===== config.mk =====
export PLATFORM = sky130hd
export DESIGN_NAME = counter_sequencer_flat
export DESIGN_NICKNAME = d
export VERILOG_FILES = /design/src/rtl/counter_seq_pkg.sv /design/src/rtl/counter_sequencer_if.sv /design/src/rtl/counter_sequencer.sv /design/src/flat_wrapper.sv
export SDC_FILE = /design/constraint.sdc
export NUM_CORES = 1
export LEC_CHECK = 0
export ABC_AREA = 1
export CAP_MARGIN = 20
export CORE_UTILIZATION = 42
export CTS_CLUSTER_SIZE = 14
export DETAILED_ROUTE_END_ITERATION = 8
export PLACE_DENSITY = 0.78
export SYNTH_ARGS = -nofsm -noshare
export SYNTH_HDL_FRONTEND = slang
export SYNTH_SLANG_ARGS = --single-unit

===== constraint.sdc =====
create_clock -name CLK -period 1.5 [get_ports CLK]
set_clock_uncertainty 0.05 [all_clocks]
set_input_delay 0.3 -clock CLK [delete_from_list [all_inputs] [get_ports CLK]]
set_output_delay 0.3 -clock CLK [all_outputs]
set_load 0.01 [all_outputs]

===== src/rtl/counter_seq_pkg.sv =====
// Shared definitions for the counter sequencer.
//   CNT_W   : width of the downstream up/down counter (Q and D).
//   state_e : sequencer FSM states.
package counter_seq_pkg;

  localparam int CNT_W = 4;

  typedef enum logic [2:0] {
    IDLE   = 3'd0,
    LOAD   = 3'd1,
    RUN    = 3'd2,
    FINISH = 3'd3,
    ABORT  = 3'd4
  } state_e;

endpackage


===== src/rtl/counter_sequencer_if.sv =====
// Signal bundle between a command issuer, the counter sequencer and the
// 4-bit up/down counter it controls.
//   cmd_*      : command handshake and fields (issuer -> sequencer, ready back)
//   cnt_*      : counter control outputs and counter status inputs
//   done       : one-cycle pulse on normal completion
//   aborted    : one-cycle pulse on abort completion
//   wrap_count : wraps seen in the current/last command
//   dbg_state  : sequencer FSM state, for observation only
// Modports: slave = the sequencer, master = everything around it.
//
// Handshake: a command transfers on a rising edge where cmd_valid and
// cmd_ready are both high. cmd_ready is only high while the sequencer is
// idle; the issuer must hold the command fields stable while cmd_valid is
// high and not yet accepted.
interface counter_sequencer_if #(
  parameter int WRAPS_W = 8
);
  import counter_seq_pkg::*;

  logic               cmd_valid;
  logic               cmd_ready;
  logic               cmd_down;
  logic [CNT_W-1:0]   cmd_start;
  logic [WRAPS_W-1:0] cmd_wraps;
  logic               cmd_abort;

  logic               cnt_clear;
  logic               cnt_load;
  logic               cnt_enable;
  logic               cnt_down;
  logic [CNT_W-1:0]   cnt_d;
  logic [CNT_W-1:0]   cnt_q;
  logic               cnt_overflow;

  logic               done;
  logic               aborted;
  logic [WRAPS_W-1:0] wrap_count;
  state_e             dbg_state;

  modport slave (
    input  cmd_valid, cmd_down, cmd_start, cmd_wraps, cmd_abort,
    input  cnt_q, cnt_overflow,
    output cmd_ready,
    output cnt_clear, cnt_load, cnt_enable, cnt_down, cnt_d,
    output done, aborted, wrap_count, dbg_state
  );

  modport master (
    output cmd_valid, cmd_down, cmd_start, cmd_wraps, cmd_abort,
    output cnt_q, cnt_overflow,
    input  cmd_ready,
    input  cnt_clear, cnt_load, cnt_enable, cnt_down, cnt_d,
    input  done, aborted, wrap_count, dbg_state
  );

endinterface


===== src/rtl/counter_sequencer.sv =====
// Command-driven controller for a 4-bit up/down counter. Accepts a start
// value, direction and wrap count, loads the counter, counts its OVERFLOW
// pulses and stops it exactly on the final wrap, then pulses DONE. An abort
// during LOAD/RUN clears the counter and pulses ABORTED instead.
// Ports:
//   CLK : clock, all state on rising edge
//   RST : asynchronous active-low reset
//   bus : counter_sequencer_if slave (command, counter control, status)
module counter_sequencer
  import counter_seq_pkg::*;
#(
  parameter int WRAPS_W = 8
) (
  input  logic                CLK,
  input  logic                RST,
  counter_sequencer_if.slave  bus
);

  state_e             state_q, state_d;
  logic               ready_q, ready_d;
  logic               down_q, down_d;
  logic [CNT_W-1:0]   start_q, start_d;
  logic [WRAPS_W-1:0] target_q, target_d;
  logic [WRAPS_W-1:0] wrap_count_q, wrap_count_d;

  logic               final_wrap;
  logic               cnt_clear_c, cnt_load_c, cnt_enable_c, cnt_down_c;
  logic [CNT_W-1:0]   cnt_d_c;
  logic               done_c, aborted_c;

  // The overflow now arriving is the last one wanted. target_q is never 0
  // while in RUN, so target-1 does not underflow there.
  assign final_wrap = bus.cnt_overflow &&
                      (wrap_count_q == (target_q - WRAPS_W'(1)));

  always_comb begin
    state_d      = state_q;
    down_d       = down_q;
    start_d      = start_q;
    target_d     = target_q;
    wrap_count_d = wrap_count_q;
    cnt_clear_c  = 1'b0;
    cnt_load_c   = 1'b0;
    cnt_enable_c = 1'b0;
    cnt_down_c   = 1'b0;
    cnt_d_c      = '0;
    done_c       = 1'b0;
    aborted_c    = 1'b0;

    unique case (state_q)
      IDLE: begin
        if (bus.cmd_valid && ready_q) begin
          down_d       = bus.cmd_down;
          start_d      = bus.cmd_start;
          target_d     = bus.cmd_wraps;
          wrap_count_d = '0;
          // A zero-wrap command completes without touching the counter.
          state_d      = (bus.cmd_wraps == '0) ? FINISH : LOAD;
        end
      end
      LOAD: begin
        cnt_load_c = 1'b1;
        cnt_d_c    = start_q;
        cnt_down_c = down_q;
        state_d    = bus.cmd_abort ? ABORT : RUN;
      end
      RUN: begin
        cnt_down_c   = down_q;
        // Dropping enable in the same cycle as the final overflow parks the
        // counter on its wrapped value (0 up, 15 down).
        cnt_enable_c = !final_wrap;
        if (bus.cmd_abort) begin
          state_d = ABORT;
        end else if (bus.cnt_overflow) begin
          wrap_count_d = (&wrap_count_q) ? wrap_count_q
                                         : wrap_count_q + WRAPS_W'(1);
          if (final_wrap) state_d = FINISH;
        end
      end
      FINISH: begin
        done_c  = 1'b1;
        state_d = IDLE;
      end
      ABORT: begin
        cnt_clear_c = 1'b1;
        aborted_c   = 1'b1;
        state_d     = IDLE;
      end
      default: state_d = IDLE;
    endcase

    // Registered ready: high exactly in cycles whose state is IDLE, but held
    // low during reset and for the first cycle after release.
    ready_d = (state_d == IDLE);
  end

  always_ff @(posedge CLK or negedge RST) begin
    if (!RST) begin
      state_q      <= IDLE;
      ready_q      <= 1'b0;
      down_q       <= 1'b0;
      start_q      <= '0;
      target_q     <= '0;
      wrap_count_q <= '0;
    end else begin
      state_q      <= state_d;
      ready_q      <= ready_d;
      down_q       <= down_d;
      start_q      <= start_d;
      target_q     <= target_d;
      wrap_count_q <= wrap_count_d;
    end
  end

  assign bus.cmd_ready  = ready_q;
  assign bus.cnt_clear  = cnt_clear_c;
  assign bus.cnt_load   = cnt_load_c;
  assign bus.cnt_enable = cnt_enable_c;
  assign bus.cnt_down   = cnt_down_c;
  assign bus.cnt_d      = cnt_d_c;
  assign bus.done       = done_c;
  assign bus.aborted    = aborted_c;
  assign bus.wrap_count = wrap_count_q;
  assign bus.dbg_state  = state_q;

endmodule


===== src/flat_wrapper.sv =====
// flat-port wrapper written by rule: the top's interface ports become plain ports
module counter_sequencer_flat import counter_seq_pkg::*;
#(
  parameter int WRAPS_W = 8
)
  (CLK, RST, bus_cmd_valid, bus_cmd_down, bus_cmd_start, bus_cmd_wraps, bus_cmd_abort, bus_cnt_q, bus_cnt_overflow, bus_cmd_ready, bus_cnt_clear, bus_cnt_load, bus_cnt_enable, bus_cnt_down, bus_cnt_d, bus_done, bus_aborted, bus_wrap_count, bus_dbg_state);
  counter_sequencer_if #(.WRAPS_W(WRAPS_W)) bus_i ();
  input  logic CLK;
  input  logic RST;
  input wire logic [$bits(bus_i.cmd_valid)-1:0] bus_cmd_valid;
  input wire logic [$bits(bus_i.cmd_down)-1:0] bus_cmd_down;
  input wire logic [$bits(bus_i.cmd_start)-1:0] bus_cmd_start;
  input wire logic [$bits(bus_i.cmd_wraps)-1:0] bus_cmd_wraps;
  input wire logic [$bits(bus_i.cmd_abort)-1:0] bus_cmd_abort;
  input wire logic [$bits(bus_i.cnt_q)-1:0] bus_cnt_q;
  input wire logic [$bits(bus_i.cnt_overflow)-1:0] bus_cnt_overflow;
  output wire logic [$bits(bus_i.cmd_ready)-1:0] bus_cmd_ready;
  output wire logic [$bits(bus_i.cnt_clear)-1:0] bus_cnt_clear;
  output wire logic [$bits(bus_i.cnt_load)-1:0] bus_cnt_load;
  output wire logic [$bits(bus_i.cnt_enable)-1:0] bus_cnt_enable;
  output wire logic [$bits(bus_i.cnt_down)-1:0] bus_cnt_down;
  output wire logic [$bits(bus_i.cnt_d)-1:0] bus_cnt_d;
  output wire logic [$bits(bus_i.done)-1:0] bus_done;
  output wire logic [$bits(bus_i.aborted)-1:0] bus_aborted;
  output wire logic [$bits(bus_i.wrap_count)-1:0] bus_wrap_count;
  output wire logic [$bits(bus_i.dbg_state)-1:0] bus_dbg_state;
  assign bus_i.cmd_valid = bus_cmd_valid;
  assign bus_i.cmd_down = bus_cmd_down;
  assign bus_i.cmd_start = bus_cmd_start;
  assign bus_i.cmd_wraps = bus_cmd_wraps;
  assign bus_i.cmd_abort = bus_cmd_abort;
  assign bus_i.cnt_q = bus_cnt_q;
  assign bus_i.cnt_overflow = bus_cnt_overflow;
  assign bus_cmd_ready = bus_i.cmd_ready;
  assign bus_cnt_clear = bus_i.cnt_clear;
  assign bus_cnt_load = bus_i.cnt_load;
  assign bus_cnt_enable = bus_i.cnt_enable;
  assign bus_cnt_down = bus_i.cnt_down;
  assign bus_cnt_d = bus_i.cnt_d;
  assign bus_done = bus_i.done;
  assign bus_aborted = bus_i.aborted;
  assign bus_wrap_count = bus_i.wrap_count;
  assign bus_dbg_state = bus_i.dbg_state;
  counter_sequencer #(.WRAPS_W(WRAPS_W)) u_core (.CLK(CLK), .RST(RST), .bus(bus_i));
endmodule

==> results of run 1 <==
layer usage:
layer / wire, um / part of all wire (%) / up-vias
li1: - / - / 919
met1: 3244 / 33 / 1135
met2: 4459 / 46 / 288
met3: 1289 / 13 / 112
met4: 801 / 8.2 / 0
met5: 0 / 0 / -
worst max-delay path by stage:
stage	start	end	cells after the start
2_1_floorplan	u_core.target_q[0]	bus_cnt_enable	10
4_1_cts	u_core.target_q[0]	bus_cnt_enable	12
6_report	u_core.target_q[4]	bus_cnt_enable	11
3_3_place_gp	bus_cnt_overflow	bus_cnt_enable	9
5_1_grt	u_core.target_q[5]	bus_cnt_enable	9
3_5_place_dp	u_core.target_q[1]	bus_cnt_enable	11
kinds of logic (layout without fill, tap and decap cells):
kind of cell / count (synthesis) / in the layout / synth area share, %
and+or+nand+nor: 116 / 116 / 33.20
buffers and inverters: 37 / 161 / 10.20
AOI/OAI and AO/OA: 25 / 25 / 8.863
DFF: 25 / 25 / 41.81
xor gates and xnor gates: 6 / 6 / 3.512
adders and majority gates: 2 / 2 / 1.672
muxes: 1 / 1 / 0.7525
layout make-up:
cell class | count | area, sq um | share of cell area (%)
Clock buffer | 3 | 22.52 | 0.7117
Tap cell | 46 | 57.56 | 1.819
Sequential cell | 25 | 626.9 | 19.81
Inverter | 32 | 130.1 | 4.112
Timing Repair Buffer | 125 | 1199 | 37.88
Clock inverter | 1 | 7.507 | 0.2372
Multi-Input combinational cell | 150 | 1121 | 35.43
registers in the layout (all words and copies together) (netlist names):
signal and flops:
u_core.bus.cmd_ready 1, u_core.bus.dbg_state 3, u_core.bus.wrap_count 8, u_core.down_q 1
u_core.start_q 4, u_core.target_q 8
power breakdown:
group / internal (uW) / total [uW] / switching, uW
sequential: 924 / 1210 / 285
combinational: 2370 / 4910 / 2540
clock: 103 / 363 / 260
per-stage QoR:
stage / hold slack [ps] / std cells / utilization [%] / worst slack (ps) / power (uW)
floorplan: -45.59 / 212 / - / -69.92 / 2259
global placement: 451.1 / 339 / 67.93 / -640.8 / 3384
detailed placement: 453.0 / 339 / 67.93 / -663.6 / 3466
CTS: 269.2 / 369 / 83.11 / -627.6 / 4843
global route: 269.3 / 382 / 94.08 / -1085 / 6648
finish: 246.8 / 382 / 94.08 / -1046 / 6482
synth_stat cells (all sizes together):
cell | count | area, sq um
buf | 4 | 28.78
nand2 | 50 | 190.2
nand3 | 17 | 100.1
clkbuf | 1 | 3.750
xor2 | 3 | 26.28
o2111ai | 1 | 8.760
a21oi | 17 | 85.08
xnor2 | 3 | 26.28
dfrtp | 25 | 625.6
nor2 | 41 | 153.9
nor3 | 6 | 40.04
nand4 | 1 | 6.260
inv | 31 | 116.4
nor4 | 1 | 6.260
ha | 2 | 25.02
o21ai | 7 | 38.79
clkinv | 1 | 3.750
mux2 | 1 | 11.26
what timing repair did:
item / in CTS / in global routing
cloned: 2 / 1
setup endpoints to repair: 45 / 44
pin swaps: 22 / 22
gates resized for setup: 146 / 90
hold endpoints to repair: 0 / 0
buffers inserted: 26 / 18
==> reports/results.ini, run 1 <==
[clocking]
cts_tree = built
clockRootBuffer = clkbuf_4
cts_buffer_depth = 2
clk_latency_ps = 360
clk_pin_slew_ps = 170
ctsHoldBuffers = 0
cts.sinks = 25
h-tree-depth = 1
cts_inserted_buffers = 3

[setup_path]
cp_data_required_time_ps = 1150
crit_top_cell = nand2_1
reg2reg_slack_ps = -740
critPathKind = reg -> out
critPathMaxStageDelay_ps = 490
r2r-end = u_core.bus.cmd_ready
cp_top_family = simple AND/OR/NAND/NOR gates
cp_cell_sequence = inv_1, buf_4, nand2_1, nand2_1, nand2_1, nand2_1, nor2_1, nand2_1, nor2_2, a21oi_2, buf_2
crit_slowest_cell = dfrtp_1
rr_startpoint = u_core.target_q[4]
start_kind = flop
end_kind = output pin
timing.critical_path.buf_inv = 3
r2r_cells = 14
worstPathArrival_ps = 2200
crit_fanout = 4

[sta]
slew_headroom_pct = 57.89
tightest_slew_ps = 625.8
hold_violations = 0
slew_violations = 0
min_period_ps = 2546
setup_viol = 36
fmax_mhz = 392.7
fin_setup_tns_ps = -14590
min_period_over_period_pct = 169.7
layout_setup_ws_ps = -1046
grt_setup_unrepaired = true

[cells_and_area]
diodes = 0
synthToLayoutAreaGrowth_pct = 111.5
layout_common_cells = buf_4 (50), buf_6 (40), nand2_1 (39), dfrtp_1 (24), nor2_1 (21)
num-nets-final = 361
drive_gt1_share_pct = 56.55
design_area_sq_um = 3164
fillerInstances = 108
final_common_cell = buf_4

[run_status]
outcome = finished with violations
failed_checks = setup timing

[synth]
syn_area_sq_um = 1496
yosys_warnings = 0
seq_area_frac_synth_pct = 41.81
netlist_instances = 212
synth_seq_cells = 25
syn_area_per_cell_sq_um = 7.059
ys_types = 25
synthesis.nets = 236

[grt]
grt_antenna_before_repair = 0
grt_use_total_pct = 37.64
overflow = 0
grtUsageMet2_pct = 61.90
grt_pass1_vias = 2022
gr-usage-met3_pct = 8.489
use_met1_pct = 45.96
grt_max_degree = 26
grt_pass1_wl_mm = 9.901
busiest_layer = met2

[route]
antenna_left = 0
first_iter_violations = 330
drc = 0
vias = 2454
firstDrtPassIters = 6
routedWlPerCell_um = 25.64
drt_wl_total_mm = 9.793
vias_per_cell = 6.424

[die]
die_area_sq_um = 3806
die_x_um = 61.69
core_area_sq_um = 3363
io_pins = 44
die_height_um = 61.69
row_count = 21
initial_utilization_pct = 44.49

[hold_path]
hold_path_class = in -> async

[power_and_ir_drop]
ir_worst_vdd_mv = 1.849
p_per_area_nw_per_um2 = 2049
p_leak_uw = 0.001510

[placement]
placed_cell_area_sq_um = 2285
gp_congestion = 0.8049
io_buffers = 39
dp_hpwl_mm = 3.086

[run]
max-cap-violations = 0

Note: power is estimated with default switching activity, not from simulation.
==> inputs of run 2 (changes only) <==
CELL_PAD_IN_SITES_DETAIL_PLACEMENT = 0   (was default)
CELL_PAD_IN_SITES_GLOBAL_PLACEMENT = 1   (was default)
CORE_UTILIZATION = 29   (was 42)
PLACE_DENSITY = 0.77   (was 0.78)
SKIP_LAST_GASP = 1   (was default)
==> run 2 against run 1 <==
Net effect: the run still ends with setup timing left; non-clock buffer count down 14; clock power rose by 17%; global-route usage fell by 20 points; sequential cell count unchanged; largest power group unchanged.
==> reports/results.ini, run 2 (synthesized netlist as in run 1, its figures left out) <==
[run_status]
outcome = finished with violations
failed_checks = setup timing

[power_and_ir_drop]
p_per_area_nw_per_um2 = 1756  ; -14%
p_leak_uw = 0.001406  ; -6.9%
total_power_uw = 5120  ; -21%
ir_worst_vdd_mv = 1.068  ; -42%

[clocking]
clk_latency_ps = 280  ; -80 ps
cts_tree = built
cts.sinks = 25  ; unchanged
ctsHoldBuffers = 0  ; unchanged
clk_pin_slew_ps = 100  ; -70 ps
h-tree-depth = 1  ; unchanged
cts_buffer_depth = 2  ; unchanged
clockRootBuffer = clkbuf_8
cts_inserted_buffers = 3  ; unchanged

[placement]
gp_congestion = 0.8237  ; +2.3%
dp_hpwl_mm = 3.224  ; +4.5%
dp_cells = 364  ; +7.4%
io_buffers = 39  ; unchanged

[sta]
fmax_mhz = 489.7  ; +25%
grt_setup_unrepaired = true
min_period_over_period_pct = 136.1  ; -34 points
tightest_slew_ps = 521.6  ; -104.2 ps
layout_setup_ws_ps = -542.0  ; +504.2 ps
hold_violations = 0  ; unchanged
setup_viol = 34  ; -5.6%
min_period_ps = 2042  ; -504.2 ps
slew_violations = 0  ; unchanged
slew_headroom_pct = 64.91  ; +7.0 points

[route]
routedWlPerCell_um = 13.10  ; -49%
vias = 1757  ; -28%
firstDrtPassIters = 4  ; -2
wl_met1_mm = 2.319  ; -29%
vias_per_cell = 4.517  ; -30%
antenna_left = 0  ; unchanged
drc = 0  ; unchanged
met2_length_mm = 2.562  ; -43%
drt_wl_total_mm = 5.095  ; -48%
first_iter_violations = 75  ; -77%
wl_met3_um = 172  ; -87%
top_layer = met4

[cells_and_area]
diodes = 0  ; unchanged
drive_gt1_share_pct = 51.24  ; -5.3 points
final_common_cell = buf_4
synthToLayoutAreaGrowth_pct = 94.82
layout_common_cells = buf_4 (50), nand2_1 (41), dfrtp_1 (23), buf_6 (22), inv_1 (20)
fin_cells = 389  ; +1.8%
num-nets-final = 347  ; -3.9%

[setup_path]
crit_fanout = 5  ; +1
rr_startpoint = u_core.bus.wrap_count[0]
r2r_cells = 11  ; -3
r2r-end = u_core.bus.wrap_count[0]
reg2reg_slack_ps = -250  ; +490 ps
worstPathArrival_ps = 1690  ; -510 ps
cp_data_required_time_ps = 1150  ; about the same
start_kind = flop
end_kind = output pin
critPathKind = reg -> out

[die]
die_x_um = 73.84  ; +20%
initial_utilization_pct = 30.86  ; -14 points
die_height_um = 73.84  ; +20%
die_area_sq_um = 5452  ; +43%
row_count = 25  ; +19%
core_area_sq_um = 4848  ; +44%
io_pins = 44  ; unchanged

[grt]
grt_max_degree = 26  ; unchanged
grt_pass1_vias = 1627  ; -20%
grt_antenna_before_repair = 0  ; unchanged
overflow = 0  ; unchanged
grt_pass1_wl_mm = 7.431  ; -25%
grt_use_total_pct = 17.91  ; -20 points

[hold_path]
hold_path_class = in -> async

[run]
max-cap-violations = 0  ; unchanged

[run 2: changes by cell type in the layout (fill, tap and decap cells not counted), moves of 4 or more]
cell             before  now
buf_6                40   22
clkdlybuf4s15_1       0    4
nor2_2                2   10
nor2_4               18   12
[run 2: report_power, final]
part | switching, uW | total [uW] | internal, uW
clock network | 240 | 426 | 186
registers | 184 | 1110 | 926
logic | 1760 | 3580 | 1830
total | 2180 | 5120 | 2940
[run 2: critical path, cell delays in order (launching register included)]
cell	delay [ps]
dfrtp_1	410
inv_2	90
ha_4	170
nand2_2	70
nor2_4	120
nand2_2	70
nand2_1	60
nand2_1	40
nand2_1	60
nor2_2	50
a21oi_2	130
buf_2	140
[run 2: per-layer routing]
metal | track usage (%) | vias to the layer above
li1 | - | 888
met1 | 25.58 | 833
met2 | 29.66 | 32
met3 | 1.235 | 4
met4 | 3.846 | 0
met5 | 0 | -
[run 2: layout make-up]
cell class	instances	area (sq um)
well taps	67	83.83
flip-flops and latches	25	628.1
fillers	406	1933
inverters	32	125.1
repair buffers	111	997.2
multi-input cells	150	1035
clock inverters	1	5.005
clock buffers	3	41.29
[run 2: metrics by stage]
| step | TNS, ps | hold WS, ps | cell area [sq um] | utilization, % | setup slack (ps) |
|---|---|---|---|---|---|
| after detailed placement | -5053 | 459.3 | 2341 | 48.28 | -674.8 |
| after CTS | -3463 | 345.4 | 2580 | 53.21 | -487.7 |
| after floorplan | -136.4 | -45.59 | 1516 | - | -69.92 |
| after global placement | -4893 | 449.3 | 2341 | 48.28 | -664.7 |
| final | -5201 | 329.2 | 2915 | 60.13 | -542.0 |
| after global routing | -7455 | 374.8 | 2915 | 60.13 | -647.3 |
[run 2: worst max path at each step]
stage	start	slack [ps]	end	cells after the start
floorplan	u_core.target_q[0]	-70	bus_cnt_enable	10
finish	u_core.target_q[1]	-540	bus_cnt_enable	11
global route	u_core.target_q[1]	-650	bus_cnt_enable	11
global placement	bus_cnt_overflow	-660	bus_cnt_enable	9
CTS	u_core.target_q[0]	-490	bus_cnt_enable	12
detailed placement	bus_cnt_overflow	-670	bus_cnt_enable	9
[run 2: repair_timing]
| action | in CTS | in global routing |
|---|---|---|
| pin swaps | 16 | 23 |
| endpoints found under the setup margin | 33 | 40 |
| gates resized for setup | 97 | 81 |
| buffers inserted | 13 | 7 |
| gates cloned | 0 | 3 |
| endpoints found under the hold margin | 0 | 0 |
==> inputs of run 3 (changes only) <==
CORE_UTILIZATION = 35   (was 29)
PLACE_DENSITY = 0.87   (was 0.77)
clock period = 2.5 ns   (was 1.5 ns; I/O delays follow)
==> run 3 against run 2 <==
Net effect: the run now ends clean; register-to-register slack gained 940 ps; largest power group unchanged; utilization shrank 9.6 points; wire length shrank 30%; highest routed layer unchanged; sequential power shrank 37%; design area shrank 30%; worst setup slack gained 690 ps.
==> reports/results.ini, run 3 (synthesized netlist as in run 1, its figures left out) <==
[hold_path]
whs_path_depth = 2
worstHoldStart = u_core.start_q[3]
hold_path_class = reg -> reg
hold_end = u_core.start_q[3]

[grt]
grt_pass1_wl_mm = 5.947  ; -20%
busiest_layer = met1
grt_pass1_vias = 1316  ; -19%
grt_use_total_pct = 17.69  ; -0.22 points
use_met1_pct = 26.63  ; +1.1 points
grt_antenna_before_repair = 0  ; unchanged
grt_max_degree = 26  ; unchanged
overflow = 0  ; unchanged
gr-usage-met3_pct = 2.196  ; +0.96 points
grtUsageMet2_pct = 26.00  ; -3.7 points

[setup_path]
r2r-end = u_core.bus.wrap_count[4]
r2r_cells = 10  ; -1
worstPathArrival_ps = 1800  ; +110 ps
crit_fanout = 6  ; +1
end_kind = output pin
cp_data_required_time_ps = 1950  ; +800 ps
rr_startpoint = u_core.bus.wrap_count[1]
start_kind = flop
critPathKind = reg -> out
reg2reg_slack_ps = 690  ; +940 ps

[sta]
tightest_slew_ps = 324.7  ; -196.9 ps
min_period_over_period_pct = 94.05
slew_violations = 0  ; unchanged
hold_violations = 0  ; unchanged
fmax_mhz = 425.3
min_period_ps = 2351
setup_viol = 0  ; -100%
grt_setup_unrepaired = false
slew_headroom_pct = 78.15  ; +13 points
whs_ps = 471.2  ; +142.0 ps

[cells_and_area]
fin_cells = 308  ; -21%
synthToLayoutAreaGrowth_pct = 36.96
layout_common_cells = nand2_1 (49), nor2_1 (39), clkdlybuf4s50_1 (38), inv_1 (28), dfrtp_1 (24)
finish.utilization_pct = 50.51  ; -9.6 points
num-nets-final = 283  ; -18%
drive_gt1_share_pct = 11.24  ; -40 points
final_common_cell = nand2_1
design_area_sq_um = 2049  ; -30%
diodes = 0  ; unchanged

[die]
die_height_um = 67.39  ; -8.7%
die_area_sq_um = 4541  ; -17%
io_pins = 44  ; unchanged
core_area_sq_um = 4058  ; -16%
row_count = 23  ; -8.0%
die_x_um = 67.39  ; -8.7%
initial_utilization_pct = 36.88  ; +6.0 points

[clocking]
h-tree-depth = 1  ; unchanged
cts.sinks = 25  ; unchanged
cts_inserted_buffers = 3  ; unchanged
clockRootBuffer = clkbuf_8
clk_pin_slew_ps = 80  ; -20 ps
cts_tree = built
clk_latency_ps = 270  ; about the same
ctsHoldBuffers = 0  ; unchanged
cts_buffer_depth = 2  ; unchanged

[power_and_ir_drop]
combinationalPowerShare_pct = 53.8  ; -16 points
p_per_area_nw_per_um2 = 991.2  ; -44%
clkPwrFrac_pct = 12.0  ; +3.7 points
p_leak_uw = 0.0009848  ; -30%
total_power_uw = 2031  ; -60%
sw_frac_of_total_pct = 42.48  ; -0.099 points
switchingPower_uw = 862.9  ; -60%
seqPwrFrac_pct = 34.2  ; +13 points
internal-power_uw = 1168  ; -60%
ir_worst_vdd_mv = 0.5843  ; -45%

[route]
vias_per_cell = 4.653  ; +3.0%
drc = 0  ; unchanged
firstDrtPassIters = 4  ; unchanged
drt_wl_total_mm = 3.553  ; -30%
vias = 1433  ; -18%
antenna_left = 0  ; unchanged
routedWlPerCell_um = 11.54  ; -12%
first_iter_violations = 66  ; -12%

[run]
max-cap-violations = 0  ; unchanged

[placement]
io_buffers = 39  ; unchanged
placed_cell_area_sq_um = 1969  ; -16%
gp_congestion = 0.8284  ; +0.57%
dp_cells = 303  ; -17%
dp_hpwl_mm = 2.798  ; -13%

[run_status]
outcome = completed

-- run 3: cell count changes in the layout (fill, tap and decap cells not counted), moves of 14 or more --
cell / previous run / this run
buf_4: 50 / 8
buf_6: 22 / 0
clkdlybuf4s50_1: 17 / 38
nor2_1: 19 / 39
a21oi_1: 3 / 17
a21oi_2: 14 / 0
-- run 3: final cells by class --
| cell class | instances | area [sq um] |
|---|---|---|
| Sequential cell | 25 | 626.9 |
| Clock inverter | 1 | 5.005 |
| Fill cell | 422 | 2008 |
| Multi-Input combinational cell | 150 | 748.2 |
| Inverter | 32 | 120.1 |
| Tap cell | 50 | 62.56 |
| Timing Repair Buffer | 47 | 445.4 |
| Clock buffer | 3 | 41.29 |
-- run 3: worst max path at each step --
stage	start	end	slack [ps]	depth (start not counted)
finish	u_core.bus.dbg_state[1]	bus_cnt_down	150	6
global route	u_core.bus.dbg_state[1]	bus_cnt_down	10	6
CTS	u_core.target_q[0]	bus_cnt_enable	1	12
detailed placement	bus_cnt_overflow	bus_cnt_enable	-140	9
global placement	bus_cnt_overflow	bus_cnt_enable	-110	9
floorplan	u_core.target_q[0]	bus_cnt_enable	610	10
-- run 3: repair_timing --
item / CTS / global route
pin swaps: 1 / 2
endpoints found under the hold margin: 0 / 0
gates resized for setup: 6 / 7
endpoints found under the setup margin: 1 / 2
cloned: 0 / 0
buffers inserted: 0 / 1
-- run 3: power groups by stage --
| stage | logic, uW | registers (uW) | clock network, uW |
|---|---|---|---|
| 2_1_floorplan | 640 | 689 | 0 |
| 3_3_place_gp | 1050 | 688 | 0 |
| 3_5_place_dp | 1050 | 694 | 0 |
| 4_1_cts | 1080 | 687 | 254 |
| 5_1_grt | 1250 | 717 | 268 |
| 6_report | 1090 | 695 | 244 |
-- run 3: stage by stage --
step | setup slack [ps] | TNS (ps)
2_1_floorplan | 610.6 | 0
3_3_place_gp | -114.0 | -114.0
3_5_place_dp | -142.3 | -142.3
4_1_cts | 1.122 | 0
5_1_grt | 10.83 | 0
6_report | 148.7 | 0
-- run 3: critical path, stage by stage (launching register included) --
cell	delay, ps
dfrtp_1	460
inv_1	120
nand3_2	140
nand2_1	110
inv_1	80
nor2_1	90
clkdlybuf4s50_1	540
-- run 3: metal layers --
| layer | vias up | wire length (um) |
|---|---|---|
| met5 | - | 0 |
| li1 | 753 | - |
| met1 | 659 | 1822 |
| met3 | 4 | 64 |
| met2 | 17 | 1630 |
| met4 | 0 | 36 |
